[src/rtl/pfw_learn.sv]
// pfw_learn: parametrised packet forwarder with a small SMAC learning table.
// Decides per packet on the head beat, emits an action word with the
// head output beat and passes every beat through one cycle later.
module pfw_learn #(
    parameter int PORT_NUM  = 4,
    parameter int CPU_PORT  = 3,
    parameter int TBL_DEPTH = 8,
    parameter int PTR_W     = 3
) (
    input  logic                  clk,
    input  logic                  rst_n,
    input  logic [133:0]          in_pfw_data,
    input  logic                  in_pfw_data_wr,
    input  logic [2:0]            in_pfw_pkttype,
    input  logic [101:0]          in_pfw_key,
    output logic [133:0]          out_pfw_data,
    output logic                  out_pfw_data_wr,
    output logic                  out_pfw_valid,
    output logic                  out_pfw_valid_wr,
    output logic [PORT_NUM+4:0]   out_pfw_action,
    output logic                  out_pfw_action_wr,
    input  logic [47:0]           local_mac_addr,
    input  logic [PORT_NUM-1:0]   port_en,
    input  logic                  tbl_clr,
    output logic [31:0]           drop_cnt
);
    typedef enum logic [1:0] {IDLE, FWD, DROP} state_t;
    localparam logic [1:0] M_UNI = 2'b00, M_FLOOD = 2'b01, M_BCAST = 2'b10;

    state_t              state_q, state_d;
    logic [133:0]        data_q, data_d;
    logic                data_wr_q, data_wr_d, valid_wr_q, valid_wr_d, action_wr_q, action_wr_d;
    logic [PORT_NUM+4:0] action_q, action_d;
    logic [31:0]         drop_cnt_q, drop_cnt_d;

    // learning table: valid bits and pointer are reset, payload is not
    logic [TBL_DEPTH-1:0] vld_q;
    logic [47:0]          mac_q  [TBL_DEPTH];
    logic [2:0]           port_q [TBL_DEPTH];
    logic [PTR_W-1:0]     ptr_q;

    logic                is_head, is_tail;
    logic [47:0]         dmac, smac;
    logic [5:0]          inport;
    logic [7:0]          smid;
    logic                src_port, smac_local, inport_ok;
    logic                dhit, shit;
    logic [2:0]          dport;
    logic [PTR_W-1:0]    sidx;
    logic [1:0]          mode;
    logic [PORT_NUM-1:0] bmp, excl, bmp_fin;
    logic                drop, learn;

    function automatic logic [PORT_NUM-1:0] onehot(input logic [5:0] p);
        logic [PORT_NUM-1:0] r;
        for (int i = 0; i < PORT_NUM; i++) r[i] = (p == 6'(i));
        return r;
    endfunction

    assign is_head    = in_pfw_data_wr && (in_pfw_data[133:132] == 2'b01);
    assign is_tail    = in_pfw_data_wr && (in_pfw_data[133:132] == 2'b10);
    assign dmac       = in_pfw_key[101:54];
    assign smac       = in_pfw_key[53:6];
    assign inport     = in_pfw_key[5:0];
    assign smid       = in_pfw_data[95:88];
    assign src_port   = (smid != 8'd4) && (smid != 8'd128);
    assign smac_local = (smac == local_mac_addr);
    assign inport_ok  = (inport < 6'(PORT_NUM));

    // table search: DMAC for forwarding, SMAC for in-place relearn
    always_comb begin
        dhit  = 1'b0;
        dport = '0;
        shit  = 1'b0;
        sidx  = '0;
        for (int i = 0; i < TBL_DEPTH; i++) begin
            if (vld_q[i] && mac_q[i] == dmac && !dhit) begin
                dhit  = 1'b1;
                dport = port_q[i];
            end
            if (vld_q[i] && mac_q[i] == smac && !shit) begin
                shit = 1'b1;
                sidx = PTR_W'(i);
            end
        end
    end

    // forwarding decision for the head beat presented this cycle
    always_comb begin
        for (int i = 0; i < PORT_NUM; i++) excl[i] = port_en[i] && (inport != 6'(i));
        mode = M_UNI;
        bmp  = '0;
        drop = 1'b0;
        if (!src_port) begin
            if (inport_ok) bmp = onehot(inport);
            else begin
                mode = M_BCAST;
                bmp  = port_en;
            end
        end else if (smac_local) begin
            drop = 1'b1;
        end else if (&dmac) begin
            mode = M_BCAST;
            bmp  = excl;
        end else if (dmac == local_mac_addr) begin
            bmp = onehot(6'(CPU_PORT));
        end else if (dhit) begin
            bmp = onehot({3'b000, dport});
        end else begin
            mode = M_FLOOD;
            bmp  = excl;
        end
        bmp_fin = bmp & port_en;
        if (bmp_fin == '0) drop = 1'b1;
        learn = is_head && src_port && !smac_local && !smac[40] && inport_ok;
    end

    // packet FSM: next state and next registered outputs
    always_comb begin
        state_d     = state_q;
        data_d      = '0;
        data_wr_d   = 1'b0;
        valid_wr_d  = 1'b0;
        action_d    = '0;
        action_wr_d = 1'b0;
        drop_cnt_d  = drop_cnt_q;
        if (is_head) begin
            // a head always restarts, abandoning any unfinished packet
            if (drop) begin
                state_d = DROP;
                if (drop_cnt_q != 32'hFFFF_FFFF) drop_cnt_d = drop_cnt_q + 32'd1;
            end else begin
                state_d     = FWD;
                data_d      = in_pfw_data;
                data_wr_d   = 1'b1;
                action_d    = {mode, in_pfw_pkttype, bmp_fin};
                action_wr_d = 1'b1;
            end
        end else begin
            case (state_q)
                FWD: if (in_pfw_data_wr) begin
                    data_d    = in_pfw_data;
                    data_wr_d = 1'b1;
                    if (is_tail) begin
                        valid_wr_d = 1'b1;
                        state_d    = IDLE;
                    end
                end
                DROP: if (is_tail) state_d = IDLE;
                default: ;
            endcase
        end
    end

    // state and output registers
    always_ff @(posedge clk) begin
        if (!rst_n) begin
            state_q     <= IDLE;
            data_q      <= '0;
            data_wr_q   <= 1'b0;
            valid_wr_q  <= 1'b0;
            action_q    <= '0;
            action_wr_q <= 1'b0;
            drop_cnt_q  <= '0;
        end else begin
            state_q     <= state_d;
            data_q      <= data_d;
            data_wr_q   <= data_wr_d;
            valid_wr_q  <= valid_wr_d;
            action_q    <= action_d;
            action_wr_q <= action_wr_d;
            drop_cnt_q  <= drop_cnt_d;
        end
    end

    // table valid bits and replacement pointer; clear wins over learn
    always_ff @(posedge clk) begin
        if (!rst_n || tbl_clr) begin
            vld_q <= '0;
            ptr_q <= '0;
        end else if (learn && !shit) begin
            vld_q[ptr_q] <= 1'b1;
            ptr_q        <= ptr_q + PTR_W'(1);
        end
    end

    // table payload: relearn overwrites port in place, new SMAC takes the pointer slot
    always_ff @(posedge clk) begin
        if (learn && !tbl_clr) begin
            if (shit) port_q[sidx] <= inport[2:0];
            else begin
                mac_q[ptr_q]  <= smac;
                port_q[ptr_q] <= inport[2:0];
            end
        end
    end

    assign out_pfw_data      = data_q;
    assign out_pfw_data_wr   = data_wr_q;
    assign out_pfw_valid     = valid_wr_q;
    assign out_pfw_valid_wr  = valid_wr_q;
    assign out_pfw_action    = action_q;
    assign out_pfw_action_wr = action_wr_q;
    assign drop_cnt          = drop_cnt_q;
endmodule

[config.mk]
export PLATFORM = sky130hd
export DESIGN_NAME = pfw_learn
export DESIGN_NICKNAME = d
export VERILOG_FILES = /design/src/rtl/pfw_learn.sv
export SDC_FILE = /design/constraint.sdc
export NUM_CORES = 1
export LEC_CHECK = 0
export BUFFER_PORTS_ARGS = -buffer_cell sky130_fd_sc_hd__buf_2
export CORE_UTILIZATION = 45
export DETAILED_ROUTE_END_ITERATION = 16
export PLACE_DENSITY = 0.64
export SLEW_MARGIN = 30
export SYNTH_ARGS = -nofsm -noshare
export SYNTH_HDL_FRONTEND = slang
export SYNTH_SLANG_ARGS = --single-unit
[constraint.sdc]
create_clock -name clk -period 6.8 [get_ports clk]
set_input_delay 0.68 -clock clk [delete_from_list [all_inputs] [get_ports clk]]
set_output_delay 0.68 -clock clk [all_outputs]
set_load 0.05 [all_outputs]
After elaboration in Yosys (flattened, before gate mapping)

Memory sizes are Yosys's and may differ from the RTL's.
Index checks and enable logic that the tools add are counted.

Bitwise gates (word level): 6
Eq/ne operators: 35
Mux-type cells: 71
Order comparisons: 3
Add/subtract/negate cells: 2
Reduce and logical (&&, ||, !) cells: 76

Operator list:

| cell                  | number |
|---|---|
| $eq 48x48->1          | 18 |
| $mux 134              | 4 |
| $mux 3                | 16 |
| $reduce_and 48->1     | 1 |
| $logic_and 1x1->1     | 44 |
| $mux 1                | 35 |
| $add 32x1->32 const B | 1 |
| $ne 32x32->1 const B  | 1 |
| $mux 4                | 6 |
| $logic_not 1->1       | 19 |
| $mux 2                | 8 |
| $eq 6x2->1 const B    | 2 |
| $ne 6x2->1 const B    | 2 |
| $ne 8x3->1 const B    | 1 |
| $ne 8x8->1 const B    | 1 |
| $or 8x8->8            | 1 |
| $eq 3x2->1 const B    | 2 |
| $eq 6x1->1 const B    | 1 |
| $logic_not 6->1       | 1 |
| $lt 6x3->1 const B    | 1 |
| $ne 6x1->1 const B    | 1 |
| $reduce_bool 6->1     | 1 |
| $reduce_or 3->1       | 2 |
| $and 4x4->4           | 1 |
| 17 further kinds      | 23 |

Output and inout port bits: 179
Word-level logic and storage cells: 204
Bits in registers: 191
Memories: 2
Bits in writable memories: 408
Input bits: 295

Memories:

| memory | depth | bits a word | rd ports | clocked after memory_dff | wr ports | line | source |
|---|---|---|---|---|---|---|---|
| mac_q  | 8     | 48          | 8        | 0                        | 1        | 38   | `logic [47:0] mac_q [TBL_DEPTH];` |
| port_q | 8     | 3           | 8        | 0                        | 1        | 39   | `logic [2:0] port_q [TBL_DEPTH];` |

Depth between registers and ports, before layout

An unclocked memory read counts as a cell.

Depth in word-level cells: 36
Depth in mapped cells: 17
Mapped depth without buffers: 13

Least setup slack after synthesis

Ideal clock, no wire load.

Kind: input port to flip-flop
Start point: input port in_pfw_key[18]
End point: memory mac_q[0][0] (enable)
Arrival time: 5.738 ns
Library setup time: 0.513 ns
Setup slack: 0.549 ns
Path buffers: 1
Required time: 6.287 ns
Stages: 10
Path through: clkbuf_1 inv_1 o221ai_1 nor4_1 nand4_1 o21ai_0 nor2_1 nand3b_1 or3_1 nor3_1

Word-level cells in the longest chain between the ends: 27
Elaborated cells between the ends (all ways): 47
Classes of those cells: eq/ne (9); mux (11); reduce/logical (27)

Ends and longest elaborated chain:

| item                             | line | source |
|---|---|---|
| start, declared                  | 15   | `input logic [101:0] in_pfw_key,` |
| $eq 48x48->1                     | 81   | `if (vld_q[i] && mac_q[i] == smac && !shit) begin` |
| $logic_and 1x1->1                | 81   |  |
| $mux 1                           | 81   |  |
| $logic_not 1->1                  | 81   |  |
| $logic_and 1x1->1                | 81   |  |
| $mux 1                           | 81   |  |
| $logic_not 1->1                  | 81   |  |
| $logic_and 1x1->1                | 81   |  |
| [... 11 more ...]                | -    |  |
| $logic_and 1x1->1                | 81   |  |
| $mux 1                           | 81   |  |
| $logic_not 1->1                  | 81   |  |
| $logic_and 1x1->1                | 81   |  |
| $mux 1                           | 81   |  |
| $mux 1                           | 190  | `if (shit) port_q[sidx] <= inport[2:0];` |
| $mux 1 (*)                       | 189  | `if (learn && !tbl_clr) begin` |
| $mux 1 (not written as such) (*) | 192  | `mac_q[ptr_q] <= smac;` |
| end, declared                    | 38   |  |

Every way passes the cells marked *; elsewhere a longest branch is shown, timed or not.

Final worst setup path

Start point: input port in_pfw_key[71]
End point: register data_q[57], in the netlist out_pfw_data[57]

Word-level cells in the longest chain between the ends: 35
Elaborated cells between the ends (all ways): 62
Classes of those cells: eq/ne (12); mux (24); bitwise (1); reduce/logical (25)

Ends and longest elaborated chain:

| item                 | line | source |
|---|---|---|
| $eq 48x48->1         | 77   | `if (vld_q[i] && mac_q[i] == dmac && !dhit) begin` |
| $logic_and 1x1->1    | 77   |  |
| $mux 1               | 77   |  |
| $logic_not 1->1      | 77   |  |
| $logic_and 1x1->1    | 77   |  |
| $mux 1               | 77   |  |
| $logic_not 1->1      | 77   |  |
| $logic_and 1x1->1    | 77   |  |
| [... 19 more ...]    | -    |  |
| $mux 4 (*)           | 102  | `end else if (&dmac) begin` |
| $mux 4 (*)           | 100  | `end else if (smac_local) begin` |
| $mux 4 (*)           | 94   | `if (!src_port) begin` |
| $and 4x4->4 (*)      | 113  | `bmp_fin = bmp & port_en;` |
| $logic_not 4->1 (*)  | 114  | `if (bmp_fin == '0) drop = 1'b1;` |
| $mux 1 (*)           | 114  |  |
| $mux 134 (*)         | 129  | `if (drop) begin` |
| $mux 134 (*)         | 127  | `if (is_head) begin` |
| end signal, assigned | 167  | `data_q <= data_d;` |
| end, declared        | 31   | `logic [133:0] data_q, data_d;` |

Marks and branches as above.
A chain may end at the register's enable or synchronous reset.

==> qor.csv <==
metric;value;unit
worst_setup_hold_path_clk_slew;60;ps
yosysUniqueCellTypes;82;
clockRootBuffer;sky130_fd_sc_hd__clkbuf_16;
grt_start_max_net_pins;49;
std_cell_rows;94;
post-place-ws;957;ps
grt.met2_usage;0.559;
final_nets;3326;
synth_enable_flop_cells;408;
final_worst_path_period_need;5600;ps
syn-instance-count;2545;
dieWidth;260;um
hpwl;102000;um
tritoncts;done;
worstPathRequired;7350;ps
synth_area_leaders;sky130_fd_sc_hd__edfxtp_1 (41%), sky130_fd_sc_hd__xor2_1 (14%), sky130_fd_sc_hd__dfxtp_1 (13%);
leakage_power;13.4;nW
finalHoldViolations;0;
crit-reg2reg-capture;out_pfw_data[57];
final_design_area_no_fill;0.0358;mm2
cpMaxStageDelayCell;sky130_fd_sc_hd__nor4_1;
synthArstFlopShare;0;
detail_route.drc_violations;0;
crit_top_cell;sky130_fd_sc_hd__a211o_1;
postCtsResizedCells;0;
element_type_at_the_critical_path_end;register;
cts.sinks;599;
clock_insertion_delay_worst_skew;620;ps
ant_nets;0;
grt_antenna_before_repair;16;
coreArea;0.0659;mm2
reg2reg_depth;13;
numCtsBuffers;69;
worst_case_register_to_register_setup_slack;1390;ps
detailed_place.area;0.0334;mm2
grt_pass1_wl;187000;um
ys_seq_area_frac;0.536;
place_congestion;1.04;
yosys_register_bits;599;
powerDensity;245;mW/mm2
power;8.76;mW
routed_wire_length_per_instance;35.4;um
synth_simple_gate_area_frac;0.159;
fin_worst_skew;27.7;ps
timing.critical_path.buf_inv;2;
viasPerCell;6.17;
dominant_combinational_cell_family_by_area_after_synthesis;XOR/XNOR gates;
cts.repair_timing.setup_buffer_count;0;
netlist.area_leader.share;0.408;
grt_setup_unrepaired;no;
area_growth_syn_to_layout;19.2;%
setup_viol;0;
first_global_vias;23100;
cts-hold-fix-buffers;0;
post_synthesis_instance_area;0.0300;mm2
power.internal;6.45;mW
seq_power_share;0.447;
syn_avg_cell_area;11.8;um2
synth_warnings;0;
timing.hold.worst_endpoint;out_pfw_data[3];
drtPass1Iterations;6;
r2r-start;mac_q[5][17];
die_area;0.0677;mm2
design.portCount;474;
clock_tree.buffer_depth;3;
gr-usage-all-layers;0.405;
timing.critical_path.from_type;primary input;
post_route_cells_drive_above_1_share;0.226;
synth.largest_area_cell;sky130_fd_sc_hd__edfxtp_1;
grtUsageMet1;0.552;
critical-path-top-delay-family;compound AO/OA/AOI/OAI gates;
chipHeight;260;um
cp_data_arrival_time;6160;ps
relSlewSlack;0.233;
sw_frac_of_total;0.264;
f_max;179;MHz
grt.met3_usage;0.171;
grt-ovfl-total;0;
irDropWorstVdd;0.000207;V
crit_path_cell_trace;buf_2 > nor2b_1 > a211o_1 > nor4_1 > nand3_1 > a211oi_1 > o2111ai_1 > a32o_1 > a211o_1 > o31ai_2 > or3_1 > o21a_2 > buf_12 > and2_1;
synth_compound_area_frac;0.0408;
post_synth_mux_area_share;0.00338;
fin_crit_sh;0.824;
net_count_synth;2842;
cp_slowest_stage_delay;840;ps
worstMarginPinSlew;1140;ps
globalRoute.busiestLayer;met2;
min_path_type;in -> reg;
fin_tns_setup;0;ps
report.final.slew_viol_count;0;
cts-htree-levels;3;
vias;24400;
synth_fa_ha_area_frac;0.000834;
dr.first_iter.drc_count;3425;
synth_top_flop_cell;sky130_fd_sc_hd__edfxtp_1;
worstHoldStart;in_pfw_data[3];
start_util;0.455;
status;finished, final reports clean;
port_buffer_count;473;
worst_path_max_fanout;44;
power.switching;2.31;mW
timing_worst_setup_path_type;in -> reg;
p_clk_frac;0.442;
share_comb_of_total_power;0.110;
maxCapViolCount;0;
post_synth_xor_area_fraction;0.231;
route.final.wire_length;140000;um
fin_util;0.543;
whs_path_depth;2;
setup_ws;1200;ps
## synth_stat cells, types with 47 or more instances
cell / count
sky130_fd_sc_hd__inv_1: 60
sky130_fd_sc_hd__dfxtp_1: 191
sky130_fd_sc_hd__xor2_1: 473
sky130_fd_sc_hd__xnor2_1: 317
sky130_fd_sc_hd__nor4_1: 143
sky130_fd_sc_hd__nor2_1: 69
sky130_fd_sc_hd__clkbuf_1: 72
sky130_fd_sc_hd__and2_1: 141
sky130_fd_sc_hd__nand4_1: 122
sky130_fd_sc_hd__nand2_1: 47
sky130_fd_sc_hd__edfxtp_1: 408
sky130_fd_sc_hd__nor2b_1: 59
## cell type report
cell class | count | area (um2)
Inverter | 60 | 225
Timing Repair Buffer | 540 | 2930
Multi-Input combinational cell | 1759 | 13100
Tap cell | 864 | 1080
Clock buffer | 88 | 1870
Sequential cell | 599 | 16100
Fill cell | 5755 | 30100
Antenna cell | 5 | 12.5
Clock inverter | 36 | 445
## state kept, by name, indices dropped and copies added, names as in the netlist
register	cells
vld_q	8
ptr_q	3
out_pfw_action_wr	1
out_pfw_data_wr	1
out_pfw_valid	1
drop_cnt	32
state_q	2
out_pfw_action	9
port_q	24
out_pfw_data	134
mac_q	384
## worst register-to-register path: stages, from the launching register on
cell                        delay, ps
sky130_fd_sc_hd__edfxtp_1         430
sky130_fd_sc_hd__nor2b_1          160
sky130_fd_sc_hd__a211o_1          290
sky130_fd_sc_hd__nor4_1           840
sky130_fd_sc_hd__nand3_1          560
sky130_fd_sc_hd__a211oi_1         440
sky130_fd_sc_hd__o2111ai_1        170
sky130_fd_sc_hd__a32o_1           330
sky130_fd_sc_hd__a211o_1          330
sky130_fd_sc_hd__o31ai_2          290
sky130_fd_sc_hd__or3_1            390
sky130_fd_sc_hd__o21a_2           630
sky130_fd_sc_hd__buf_12           300
sky130_fd_sc_hd__and2_1           170
## placed cells by master (no fill, tap or decap), types with 60 or more instances in the layout
cell,netlist,final
sky130_fd_sc_hd__edfxtp_1,408,408
sky130_fd_sc_hd__and2_1,141,141
sky130_fd_sc_hd__buf_2,26,473
sky130_fd_sc_hd__xor2_1,473,473
sky130_fd_sc_hd__nor4_1,143,140
sky130_fd_sc_hd__inv_1,60,60
sky130_fd_sc_hd__clkbuf_16,0,70
sky130_fd_sc_hd__nor2_1,69,63
sky130_fd_sc_hd__nand4_1,122,122
sky130_fd_sc_hd__buf_4,19,62
sky130_fd_sc_hd__xnor2_1,317,317
sky130_fd_sc_hd__dfxtp_1,191,191
## power groups by stage
stage	clock network, mW	registers, mW	logic [mW]
finish	3.87	3.92	0.968
global route	4.03	3.92	0.967
detailed placement	0	3.99	0.915
floorplan	0	4.07	0.376
global placement	0	3.99	0.917
CTS	3.90	3.92	0.919
## stage by stage
step	hold WS, ps	instances
6_report	263	3951
5_1_grt	243	3948
4_1_cts	226	3946
3_5_place_dp	476	3822
3_3_place_gp	467	3822
2_1_floorplan	446	2545
## per-layer routing
layer	wire, um	vias to the layer above
li1	-	9995
met5	108	-
met4	6940	10
met3	21200	373
met2	56900	1874
met1	54700	12100
## worst max path at each step
stage                     slack [ps]               end  cells past startpoint      startpoint
final                           1200  out_pfw_data[57]                     14  in_pfw_key[71]
after global placement           980  out_pfw_data[85]                     14  in_pfw_key[89]
after floorplan                  550       mac_q[0][0]                     10  in_pfw_key[18]
after global routing            1220  out_pfw_data[18]                     14  in_pfw_key[71]
after detailed placement         960  out_pfw_data[57]                     14  in_pfw_key[89]
after CTS                       1600  out_pfw_data[57]                     14  in_pfw_key[89]
## logic make-up (layout without fill, tap and decap cells)
logic type,Yosys count,count (layout)
xor gates and xnor gates,790,790
and+or+nand+nor,788,788
DFF,599,599
muxes,10,10
adders and majority gates,2,2
other,0,5
AOI/OAI and AO/OA,169,169
buffers and inverters,187,724
(Power assumes the default switching activity.)
